## config.mk

```make
export PLATFORM = sky130hd
export DESIGN_NAME = module_ascii_tx_sequencer
export DESIGN_NICKNAME = d
export VERILOG_FILES = /design/src/rtl/module_ascii_tx_sequencer_pkg.sv /design/src/rtl/module_bcd2ascii.sv /design/src/rtl/module_binary_to_bcd.sv /design/src/rtl/module_ascii_tx_sequencer.sv
export SDC_FILE = /design/constraint.sdc
export NUM_CORES = 1
export LEC_CHECK = 0
export CORE_MARGIN = 2
export CORE_UTILIZATION = 25
export CTS_CLUSTER_DIAMETER = 50
export CTS_CLUSTER_SIZE = 24
export DETAILED_ROUTE_END_ITERATION = 7
export PLACE_DENSITY_LB_ADDON = 0.05
export SLEW_MARGIN = 0
export SYNTH_ARGS = -nofsm -noshare
export SYNTH_HDL_FRONTEND = slang
export SYNTH_SLANG_ARGS = --single-unit
export TNS_END_PERCENT = 20
```

## constraint.sdc

```tcl
create_clock -name clk -period 1.9 [get_ports clk]
set_input_delay 0.38 -clock clk [delete_from_list [all_inputs] [get_ports clk]]
set_output_delay 0.38 -clock clk [all_outputs]
set_load 0.005 [all_outputs]
```

## src/rtl/module_ascii_tx_sequencer_pkg.sv

```systemverilog
// Shared types and byte constants for the ASCII TX sequencer.
package module_ascii_tx_sequencer_pkg;

    typedef enum logic [2:0] {
        IDLE,
        LOAD,
        SEND_C,
        SEND_D,
        SEND_U,
        SEND_CR,
        SEND_LF
    } state_t;

    localparam logic [7:0] ASCII_ZERO = 8'h30;
    localparam logic [7:0] ASCII_CR   = 8'h0D;
    localparam logic [7:0] ASCII_LF   = 8'h0A;

endpackage

```

## src/rtl/module_bcd2ascii.sv

```systemverilog
// Combinational single BCD digit to ASCII character converter.
module module_bcd2ascii (
    input  logic [3:0] i_bcd,
    output logic [7:0] o_ascii
);

    assign o_ascii = 8'h30 + {4'h0, i_bcd};

endmodule

```

## src/rtl/module_binary_to_bcd.sv

```systemverilog
// Combinational 8-bit binary to three-digit BCD converter.
module module_binary_to_bcd (
    input  logic [7:0] i_bin,
    output logic [3:0] o_hundreds,
    output logic [3:0] o_tens,
    output logic [3:0] o_units
);

    // Divisors are constants, so these reduce to small fixed logic.
    assign o_hundreds = 4'(i_bin / 8'd100);
    assign o_tens     = 4'((i_bin % 8'd100) / 8'd10);
    assign o_units    = 4'(i_bin % 8'd10);

endmodule

```

## src/rtl/module_ascii_tx_sequencer.sv

```systemverilog
// Converts one latched 8-bit sample to decimal ASCII and streams it to UART TX
// over valid/ready, optionally dropping leading zeros and appending CR/LF.
module module_ascii_tx_sequencer
    import module_ascii_tx_sequencer_pkg::*;
#(
    parameter bit SUPPRESS_ZEROS = 1'b1,
    parameter bit APPEND_CRLF    = 1'b1
) (
    input  logic       clk,
    input  logic       rst_n,
    input  logic       start_i,
    input  logic [7:0] data_i,
    output logic [7:0] tx_data_o,
    output logic       tx_valid_o,
    input  logic       tx_ready_i,
    output logic       busy_o,
    output logic       done_o
);

    state_t     r_state;
    logic [7:0] r_sample;
    logic [7:0] r_asc_t;
    logic [7:0] r_asc_u;
    logic [7:0] r_tx_data;
    logic       r_tx_valid;
    logic       r_busy;
    logic       r_done;

    logic [3:0] w_bcd_h, w_bcd_t, w_bcd_u;
    logic [7:0] w_asc_h, w_asc_t, w_asc_u;
    logic       w_hs;

    module_binary_to_bcd u_bin2bcd (
        .i_bin      (r_sample),
        .o_hundreds (w_bcd_h),
        .o_tens     (w_bcd_t),
        .o_units    (w_bcd_u)
    );

    module_bcd2ascii u_asc_h (.i_bcd(w_bcd_h), .o_ascii(w_asc_h));
    module_bcd2ascii u_asc_t (.i_bcd(w_bcd_t), .o_ascii(w_asc_t));
    module_bcd2ascii u_asc_u (.i_bcd(w_bcd_u), .o_ascii(w_asc_u));

    assign w_hs = r_tx_valid && tx_ready_i;

    // Each state loads the byte of the next state on its handshake, so
    // tx_data_o/tx_valid_o are purely registered and hold under backpressure.
    always_ff @(posedge clk or negedge rst_n) begin
        if (!rst_n) begin
            r_state    <= IDLE;
            r_sample   <= 8'h00;
            r_asc_t    <= ASCII_ZERO;
            r_asc_u    <= ASCII_ZERO;
            r_tx_data  <= 8'h00;
            r_tx_valid <= 1'b0;
            r_busy     <= 1'b0;
            r_done     <= 1'b0;
        end else begin
            r_done <= 1'b0;
            case (r_state)
                IDLE: begin
                    if (start_i) begin
                        r_sample <= data_i;
                        r_busy   <= 1'b1;
                        r_state  <= LOAD;
                    end
                end
                LOAD: begin
                    r_asc_t    <= w_asc_t;
                    r_asc_u    <= w_asc_u;
                    r_tx_valid <= 1'b1;
                    if (!SUPPRESS_ZEROS || w_bcd_h != 4'd0) begin
                        r_state   <= SEND_C;
                        r_tx_data <= w_asc_h;
                    end else if (w_bcd_t != 4'd0) begin
                        r_state   <= SEND_D;
                        r_tx_data <= w_asc_t;
                    end else begin
                        r_state   <= SEND_U;
                        r_tx_data <= w_asc_u;
                    end
                end
                SEND_C: begin
                    if (w_hs) begin
                        r_state   <= SEND_D;
                        r_tx_data <= r_asc_t;
                    end
                end
                SEND_D: begin
                    if (w_hs) begin
                        r_state   <= SEND_U;
                        r_tx_data <= r_asc_u;
                    end
                end
                SEND_U: begin
                    if (w_hs) begin
                        if (APPEND_CRLF) begin
                            r_state   <= SEND_CR;
                            r_tx_data <= ASCII_CR;
                        end else begin
                            r_state    <= IDLE;
                            r_tx_valid <= 1'b0;
                            r_busy     <= 1'b0;
                            r_done     <= 1'b1;
                        end
                    end
                end
                SEND_CR: begin
                    if (w_hs) begin
                        r_state   <= SEND_LF;
                        r_tx_data <= ASCII_LF;
                    end
                end
                SEND_LF: begin
                    if (w_hs) begin
                        r_state    <= IDLE;
                        r_tx_valid <= 1'b0;
                        r_busy     <= 1'b0;
                        r_done     <= 1'b1;
                    end
                end
                default: begin
                    r_state    <= IDLE;
                    r_tx_valid <= 1'b0;
                    r_busy     <= 1'b0;
                end
            endcase
        end
    end

    assign tx_data_o  = r_tx_data;
    assign tx_valid_o = r_tx_valid;
    assign busy_o     = r_busy;
    assign done_o     = r_done;

endmodule

```

Yosys cells after proc, flatten, opt, wreduce, memory -nomap -nowiden --
Cells that the tools add are included.
Word-level totals: memories 0, word-level logic and storage cells 63, bits in read-only memories 0, RAM bits 0, latch bits 0, bits in registers 38, input port bits 12, output and inout bits 11
Cells by class: add/sub/neg operators 3, reductions and logical operators 12, bitwise gates (word level) 2, shift operators 0, divide/modulo/power cells 4, mux-type cells 22, eq/ne operators 12, magnitude comparators 0, multipliers 0
Operator list (count):
- 8-bit 2-to-1 mux | 6
- 8-bit one-hot mux with 5 select lines | 1
- 3-bit 2-to-1 mux | 8
- 6-bit by 4-bit adder with 7-bit output, first input constant | 3
- 3-bit one-hot mux with 7 select lines | 1
- 2-bit != test, second input constant | 6
- 5-bit OR reduction | 2
- 3-bit equality test, second input constant | 3
- 8-bit by 4-bit divider with 8-bit output, second input constant | 1
- 8-bit by 7-bit divider with 8-bit output, second input constant | 1
- 8-bit by 4-bit modulo with 8-bit output, second input constant | 1
- 8-bit by 7-bit modulo with 8-bit output, second input constant | 1
- 4-bit nonzero test | 2
- 3-bit by 2-bit equality test with 1-bit output, second input constant | 2
- 1-bit one-hot mux with 3 select lines | 2
- 6-bit AND reduction | 1
- 5-bit AND reduction | 1
- 5-bit nonzero test | 1
- 1-bit 2-to-1 mux | 4
- 2-bit AND reduction | 2
- 3-bit by 1-bit equality test with 1-bit output, second input constant | 1
- 3-bit zero test | 1
- 3-bit AND reduction | 1
- 1-bit NOT | 2
- 1-bit logical AND | 1

Depth between registers and ports, before layout --
Gate-level depths: netlist (run 1).
word-level depth 6, gate-level depth with buffers 11, depth with buffers taken out 9

Modules after synthesis --
From an unflattened synthesis (run 1), not the netlist that was laid out.
Unflattened totals: cell total of the unflattened synthesis 350, area, all modules 3231.8 µm²
Modules (own cells, without submodules):
- module_ascii_tx_sequencer | sequential area each 955.9 µm², cells an instance 160, instances 1, area an instance 1938.1 µm²
- module_binary_to_bcd | sequential area each 0.0 µm², cells an instance 160, instances 1, area an instance 1091.0 µm²
- module_bcd2ascii | sequential area each 0.0 µm², cells an instance 10, instances 3, area an instance 67.6 µm²

Least setup slack after synthesis (run 1) --
OpenSTA, ideal clock, no wires.
path kind reg-to-reg, start point register r_sample[6], end point register r_tx_data[0], in the netlist tx_data_o[0], path buffers 1, library setup time 0.125 ns, arrival 1.828 ns, data required time 1.775 ns, clock period less this slack 1.953 ns, slack -0.053 ns, cell stages (with the launch flop) 9, cell sequence dfrtp_1 -> buf_6 -> or3b_1 -> a211oi_1 -> o21ai_1 -> o211ai_2 -> o21a_2 -> a31oi_1 -> mux2_2
On the way: cells in the longest elaborated chain, start to end 6, elaborated cells on any way between the ends 12, those cells by class add/sub: 3; div: 4; mux: 3; reduce/logical: 2
Ends and longest elaborated chain:
- from (decl) | line module_ascii_tx_sequencer.sv:21 | logic [7:0] r_sample;
- from (signal assigned) | line module_ascii_tx_sequencer.sv:63 | r_sample <= data_i;
- 8-bit by 7-bit modulo with 8-bit output | line module_binary_to_bcd.sv:11 | assign o_tens = 4'((i_bin % 8'd100) / 8'd10);
- 8-bit by 4-bit divider with 8-bit output | line module_binary_to_bcd.sv:11
- 6-bit by 4-bit adder with 7-bit output / 4-bit nonzero test (equally long branches) | line module_bcd2ascii.sv:7, module_ascii_tx_sequencer.sv:75
- 8-bit 2-to-1 mux | line module_ascii_tx_sequencer.sv:75 | end else if (w_bcd_t != 4'd0) begin
- 8-bit 2-to-1 mux (*) | line module_ascii_tx_sequencer.sv:72 | if (!SUPPRESS_ZEROS || w_bcd_h != 4'd0) begin
- 8-bit one-hot mux with 5 select lines (*) | line module_ascii_tx_sequencer.sv:60 | case (r_state)
- to (signal assigned) | line module_ascii_tx_sequencer.sv:74 | r_tx_data <= w_asc_h;
- to (signal assigned) | line module_ascii_tx_sequencer.sv:77 | r_tx_data <= w_asc_t;
- to (signal assigned) | line module_ascii_tx_sequencer.sv:80 | r_tx_data <= w_asc_u;
- to (decl) | line module_ascii_tx_sequencer.sv:24 | logic [7:0] r_tx_data;
Mark *: on every way between the ends. The rest lies on a longest branch, timed or not. A chain may end at the register's enable or synchronous reset.

Final worst setup path (run 1) --
Same ends and word-level chain as after synthesis.

==> metrics.md, run 1 <==
| Metric | Value |
|---|---|
| Syn Std Cell Area | `2480 um^2` |
| Clock-pin transition on the worst setup and hold timing paths | `0.10 ns` |
| Top_reg_cell synth | `dfrtp_1` |
| Routed via count | `2,562` |
| Die X | `104 um` |
| N_diodes | `0` |
| WL per Instance | `15.9 um` |
| Mux share of post-synthesis cell area | `4.69%` |
| Cells after DPL | `511` |
| Placed Area | `3290 um^2` |
| Latest clock arrival within the worst-skew pair | `0.27 ns` |
| Crit Path Max Fanout | `7` |
| Routed WL | `8300 um` |
| Area grow syn2layout | `47.4%` |
| Post-Synth XOR/XNOR Area | `1.77%` |
| GPL Wtd Cong | `0.840` |
| #FFs+latches synth | `27` |
| Area leader, netlist | `dfrtp_1` |
| Setup TNS | `-1.86 ns` |
| Compound-cell area share of the yosys netlist | `28.6%` |
| Core area | `9680 um^2` |
| Status | `finished with violations` |
| Largest family of logic cells by synthesized area | `compound AO/OA/AOI/OAI gates` |
| Drt pass-1 iters | `4` |
| Initial antenna violation count | `0` |
| Crit path largest cell delay | `0.46 ns` |
| Buffers on Ports | `20` |
| Failing checks | `negative setup slack` |
| CTS root buf | `clkbuf_8` |
| Residual DRC | `0` |
| Worst Hold Class | `input port to asynchronous set/reset pin` |
| Critical path buffers and inverters | `2` |
| # setup viols final | `11` |
| Max stage delay cell, worst path | `dfrtp_2` |
| Fraction of the mapped netlist area in simple logic gates | `25.8%` |
| First-pass GRT wire length | `13,900 um` |
| HPWL Detailed | `6300 um` |
| Setup CP Type | `flop to flop` |
| Unrepaired setup endpoints after global routing | `true` |
| Die Y | `104 um` |
| Crit path cell chain | `buf_6 -> o21a_1 -> buf_4 -> o2bb2ai_1 -> a31oi_1 -> o31a_1 -> o21a_4 -> a31oi_4 -> mux2_4` |
| Tcrit/Tclk final | `111%` |
| Worst Skew | `0.00450 ns` |
| Final nets | `406` |
| Post-synth EDFFs | `0` |
| Non-Filler Instances | `523` |
| Arrival @ worst endpoint | `2.27 ns` |
| Design Area, Final | `3660 um^2` |
| Via density | `4.90` |
| Post-route ant nets | `0` |
| Pin count of the biggest net entering global routing | `28` |
| # IOs | `23` |
| Global-route total usage across every layer | `15.8%` |
| Clk sinks | `27` |
| Fin. Hold Viols | `0` |
| Worst setup SP type | `flop` |
| FMAX | `476 MHz` |
| Rows | `36` |
| Synth cell types | `72` |
| Layout cells sized above 1 | `35.9%` |
| Setup WS post-layout | `-0.201 ns` |
| Worst setup EP type | `flop` |
| Asr flop ratio synth | `100%` |
| Sequential area share after synthesis | `27.2%` |
| CTS H-tree depth | `1` |
| Adder-cell share of the synthesized area | `2.07%` |
| Initial DRC Count | `101` |
| Top post-synthesis cells by area | `dfrtp_1 27%, nand2_1 5.3%, o21ai_0 4.6%` |
| Max-cap violation count | `0` |
| Delay-heaviest family, CP | `compound AO/OA/AOI/OAI gates` |
| Vias in the first global route | `2,598` |
| Clock tree from TritonCTS | `yes` |
| Total gr overflow | `0` |
| Hold-fix buffers, CTS | `0` |
| Top-area cell type share of the netlist area | `27.2%` |
| Final slew viol count | `0` |
| Period minus WS final | `2.10 ns` |
| Yosys warnings | `0` |
| Worst-case clock buffer depth | `2` |
| Syn Inst Count | `308` |
| Overall die area | `10,700 um^2` |
| CP required | `2.07 ns` |
| Initial Util | `25.6%` |
| Avg Inst Size Synth | `8.06 um^2` |
| Total clock buffers created by CTS | `3` |
-- synthesized netlist by cell type (3+ instances only) --
cell type,count
buf_6,8
a41oi_1,3
buf_4,6
o21ai_1,5
nor2b_1,4
nor2_1,18
nand3b_1,4
buf_2,5
nand4_1,3
ha_1,3
nand2b_1,10
a21oi_1,20
nor3_1,16
a31oi_1,9
nand3_1,4
and2_1,3
dfrtp_1,27
a211oi_1,3
o21ai_0,23
inv_1,10
nand2_1,35
nor3b_1,3
clkbuf_1,10
xnor2_1,4
mux2i_1,6
mux2_2,5
-- state kept, by name, summed over array words and instances (netlist names) --
signal / flops
r_asc_t: 4
tx_valid_o: 1
tx_data_o: 5
done_o: 1
r_state: 3
r_asc_u: 4
busy_o: 1
r_sample: 8
-- per-layer routing --
metal  part of all wire [%]  up-vias  global-route usage (%)
met5                      0        -                       0
met4                    1.3        0                    2.41
met3                    2.7        6                    2.14
met2                     47       45                    26.5
met1                     49     1205                    22.1
li1                       -     1306                       -
-- through the flow --
step / hold WS [ns] / setup WS (ns) / utilization [%]
2_1_floorplan: 0.0844 / -0.0499 / -
3_3_place_gp: 0.479 / -0.396 / 34.0
3_5_place_dp: 0.479 / -0.364 / 34.0
4_1_cts: 0.495 / -0.207 / 37.0
5_1_grt: 0.508 / -0.312 / 37.8
6_report: 0.479 / -0.201 / 37.8
-- kinds of logic (layout without fill, tap and decap cells) --
family                     after synthesis  count (layout)
and+or+nand+nor                        117             118
AOI/OAI and AO/OA                      103             103
other                                    1               2
DFF                                     27              27
buffers and inverters                   40             120
muxes                                   11              11
xor gates and xnor gates                 5               5
adders and majority gates                4               4
-- cells in the final DEF, fill, tap and decap left out, types with 6 or more instances in the layout --
cell,n
buf_4,71
nand2_1,35
buf_6,11
a21oi_1,18
nand2b_1,8
o21ai_0,21
dfrtp_1,24
o21ai_1,7
nor3_1,13
clkdlybuf4s50_1,20
mux2i_1,6
inv_1,9
a31oi_1,7
nor2_1,17
-- what timing repair did --
action | CTS | global route
resized for setup | 39 | 16
cloned | 1 | 0
pin swaps | 19 | 3
buffers inserted | 7 | 0
setup endpoints to repair | 12 | 13
-- area by class of cell --
| class | instances | area (um^2) |
|---|---|---|
| repair buffers | 106 | 932 |
| multi-input cells | 243 | 1800 |
| inverters | 10 | 37.5 |
| well taps | 133 | 166 |
| flip-flops and latches | 27 | 679 |
| fillers | 1029 | 6030 |
| clock buffers | 4 | 45.0 |
-- worst paths after layout --
path | slack, ns | depth (start not counted) | to | startpoint
hold reg to reg | 0.49 | 2 | r_asc_t[2] | r_asc_t[2]
min in group clk | 0.49 | 2 | r_asc_t[2] | r_asc_t[2]
hold / removal | 0.48 | 2 | r_sample[2] | rst_n
setup / recovery | -0.20 | 9 | tx_data_o[0] | r_sample[6]
setup reg to reg | -0.20 | 9 | tx_data_o[0] | r_sample[6]
max in group asynchronous | 1.11 | 2 | r_sample[6] | rst_n
Power of run 1 is left out: the tool's default activity adds up to more than one toggle a clock period on the data nets, which glitch-free logic cannot reach.
==> run 2, diff against run 1 <==
--- a/config.mk
+++ b/config.mk
@@ -5,12 +5,14 @@
 export SDC_FILE = /design/constraint.sdc
 export NUM_CORES = 1
 export LEC_CHECK = 0
+export ABC_CLOCK_PERIOD_IN_PS = 2380
 export CORE_MARGIN = 2
 export CORE_UTILIZATION = 25
 export CTS_CLUSTER_DIAMETER = 50
 export CTS_CLUSTER_SIZE = 24
 export DETAILED_ROUTE_END_ITERATION = 7
 export PLACE_DENSITY_LB_ADDON = 0.05
+export SKIP_LAST_GASP = 1
 export SLEW_MARGIN = 0
 export SYNTH_ARGS = -nofsm -noshare
 export SYNTH_HDL_FRONTEND = slang
==> constraint.sdc (replaced) <==
create_clock -name clk -period 2.38 [get_ports clk]
set_input_delay 0.476 -clock clk [delete_from_list [all_inputs] [get_ports clk]]
set_output_delay 0.476 -clock clk [all_outputs]
set_load 0.005 [all_outputs]
==> run 2 against run 1 <==
Net effect:
- the run now ends clean
- count of clock-buffer cells in the layout is the same
- setup slack better by 0.34 ns
- via count down 7.2%
- maximum frequency shrank 6.4%
- highest routed layer unchanged
- wire length is 4.5% lower
- cell count shrank 8.6%
- core utilization decreased by 6.1 points
- first-iteration DRC count rose by 17%
- sequential share of layout area grew 3.6 points
- clock skew is 0.012 ns higher
- global-route usage down 0.80 points
- sequential cell count unchanged
==> metrics.md, run 2 (synthesis results as in run 1) <==
| Metric | Value |
|---|---|
| Status | `finished clean (was finished with violations)` |
| Total clock buffers created by CTS | `3 (unchanged)` |
| Clock-pin transition on the worst setup and hold timing paths | `0.11 ns (was 0.10 ns)` |
| Clock tree from TritonCTS | `yes (unchanged)` |
| WL per Instance | `16.6 um (was 15.9 um)` |
| FMAX | `445 MHz (was 476 MHz)` |
| Worst setup SP type | `flop (unchanged)` |
| Setup CP Type | `flop to flop (unchanged)` |
| Overall die area | `10,700 um^2 (unchanged)` |
| Worst Hold Class | `flop to flop (was input port to asynchronous set/reset pin)` |
| Clk pwr share | `5.3%` |
| Min-delay src | `r_asc_t[3]` |
| First-pass GRT wire length | `12,900 um (was 13,900 um)` |
| Cells after DPL | `473 (was 511)` |
| Initial DRC Count | `118 (was 101)` |
| Layout cells sized above 1 | `20.0% (was 35.9%)` |
| Worst hold slack | `0.499 ns (was 0.479 ns)` |
| Placed Area | `3000 um^2 (was 3290 um^2)` |
| Residual DRC | `0 (unchanged)` |
| Clk sinks | `27 (unchanged)` |
| Latest clock arrival within the worst-skew pair | `0.29 ns (was 0.27 ns)` |
| Fillers | `1,060 (was 1,029)` |
| CP required | `2.56 ns (was 2.07 ns)` |
| N_diodes | `0 (unchanged)` |
| Most frequent cells in the layout | `39 x buf_4, 35 x nand2_1, 24 x dfrtp_1, 23 x o21ai_0 (was 71 x buf_4, 35 x nand2_1, 24 x dfrtp_1, 21 x o21ai_0, 20 x clkdlybuf4s50_1)` |
| Net Sw Frac | `49.6%` |
| Critical path buffers and inverters | `1 (was 2)` |
| Fin. Hold Viols | `0 (unchanged)` |
| Post-route ant nets | `0 (unchanged)` |
| Critical path launch point | `r_sample[7] (was r_sample[6])` |
| Hold-fix buffers, CTS | `0 (unchanged)` |
| HPWL Detailed | `5860 um (was 6300 um)` |
| # IOs | `23 (unchanged)` |
| Arrival @ worst endpoint | `2.43 ns (was 2.27 ns)` |
| Commonest non-fill, non-tap cell in the layout | `buf_4 (unchanged)` |
| Final core utilization | `31.6% (was 37.8%)` |
| P_leak | `1.22 nW` |
| Seq pwr share | `17.8%` |
| Non-Filler Instances | `478 (was 523)` |
| Final slew viol count | `0 (unchanged)` |
| R2r startpoint | `r_sample[7] (was r_sample[6])` |
| Global-route total usage across every layer | `15.0% (was 15.8%)` |
| Max-cap violation count | `0 (unchanged)` |
| Area grow syn2layout | `23.4% (was 47.4%)` |
| Routed via count | `2,377 (was 2,562)` |
| Max stage delay cell, worst path | `dfrtp_2 (unchanged)` |
| Switching pwr | `2.65 mW` |
| Drt pass-1 iters | `4 (unchanged)` |
| GPL Wtd Cong | `0.810 (was 0.840)` |
| Initial Util | `25.6% (unchanged)` |
| Die Y | `104 um (unchanged)` |
| Routed WL | `7920 um (was 8300 um)` |
| VDD IR-drop max | `434 uV` |
| Max FFs per register | `8 (unchanged)` |
| Top reg by flops | `r_sample (unchanged)` |
| CTS root buf | `clkbuf_8 (unchanged)` |
| Total gr overflow | `0 (unchanged)` |
| # setup viols final | `0 (was 11)` |
| Comb pwr share | `76.9%` |
| Die X | `104 um (unchanged)` |
| Core area | `9680 um^2 (unchanged)` |
| Setup WS post-layout | `0.135 ns (was -0.201 ns)` |
| Place WS | `0.0760 ns (was -0.364 ns)` |
| Crit path cell chain | `buf_4 -> nor3_1 -> a2111o_1 -> o32ai_2 -> maj3_4 -> nand2_4 -> nand3_2 -> a311o_1 (was buf_6 -> o21a_1 -> buf_4 -> o2bb2ai_1 -> a31oi_1 -> o31a_1 -> o21a_4 -> a31oi_4 -> mux2_4)` |
| Reg area | `679 um^2 (unchanged)` |
| CTS H-tree depth | `1 (unchanged)` |
| Unrepaired setup endpoints after global routing | `true (unchanged)` |
| Internal | `2.69 mW` |
| Delay-heaviest family, CP | `compound AO/OA/AOI/OAI gates (unchanged)` |
| Worst-case clock buffer depth | `2 (unchanged)` |
| Period minus WS final | `2.25 ns (was 2.10 ns)` |
| Design Area, Final | `3060 um^2 (was 3660 um^2)` |
| Tcrit/Tclk final | `94.3% (was 111%)` |
| Vias in the first global route | `2,327 (was 2,598)` |
| Pin count of the biggest net entering global routing | `28 (unchanged)` |
| Buffers on Ports | `20 (unchanged)` |
| Crit Path Max Fanout | `10 (was 7)` |
| Worst setup EP type | `flop (unchanged)` |
| Final nets | `361 (was 406)` |
| Multi-input gate area | `1580 um^2 (was 1800 um^2)` |
| Crit path largest cell delay | `0.50 ns (was 0.46 ns)` |
| PwrDens | `1750 nW/um^2` |
| Rows | `36 (unchanged)` |
| Initial antenna violation count | `0 (unchanged)` |
| Worst Skew | `0.0163 ns (was 0.00450 ns)` |
| Via density | `4.97 (was 4.90)` |
[run 2: cell types whose count changed in the layout (fill, tap and decap cells not counted), sizes merged]
cell / delta
nand2: -1
buf: -44
[run 2: tightest hold or removal path, stage by stage (launching register included)]
cell	delay, ns
dfrtp_1	0.35
nand2_1	0.04
o21ai_0	0.07
[run 2: power by group through the flow]
stage          sequential, mW  combinational [mW]  clock [mW]
2_1_floorplan           0.817                2.81           0
3_3_place_gp            0.967                4.13           0
3_5_place_dp            0.961                4.09           0
4_1_cts                 0.950                4.10       0.302
5_1_grt                 0.991                4.54       0.313
6_report                0.953                4.11       0.283
[run 2: final timing paths]
path	cells after the start	endpoint	slack, ns
worst max-delay path	8	r_state[0]	0.13
min in group asynchronous	2	done_o	0.58
worst min-delay path	2	r_asc_t[3]	0.50
worst min register to register	2	r_asc_t[3]	0.50
worst max register to register	8	r_state[0]	0.13
max in group asynchronous	2	r_sample[6]	1.47
[run 2: layout make-up]
cell class	count	share of cell area (%)
Sequential cell	27	22.2
Tap cell	133	5.44
Clock buffer	4	1.47
Inverter	10	1.23
Multi-Input combinational cell	242	51.6
Timing Repair Buffer	62	18.1
[run 2: repair_timing]
item / 4_1_cts / 5_1_grt
buffers inserted: 0 / 1
endpoints found under the setup margin: 0 / 10
gates resized for setup: 0 / 4
[run 2: stage by stage]
step,power (mW),TNS [ns]
2_1_floorplan,3.63,0
3_3_place_gp,5.09,0
3_5_place_dp,5.05,0
4_1_cts,5.35,0
5_1_grt,5.84,-0.00352
6_report,5.34,0
[run 2: routing by layer]
layer	track usage (%)	wire length (um)
met1	21.9	4100
met2	24.2	3600
met3	1.95	167
met4	2.12	50
met5	0	0
Power figures use the tool's default switching activity.
==> run 3, diff against run 2 <==
--- a/config.mk
+++ b/config.mk
@@ -11,6 +11,7 @@
 export CTS_CLUSTER_DIAMETER = 50
 export CTS_CLUSTER_SIZE = 24
 export DETAILED_ROUTE_END_ITERATION = 7
+export GPL_ROUTABILITY_DRIVEN = 0
 export PLACE_DENSITY_LB_ADDON = 0.05
 export SKIP_LAST_GASP = 1
 export SLEW_MARGIN = 0
==> results of run 3 <==
Final layout, timing and power as in run 2 (identical DEF).
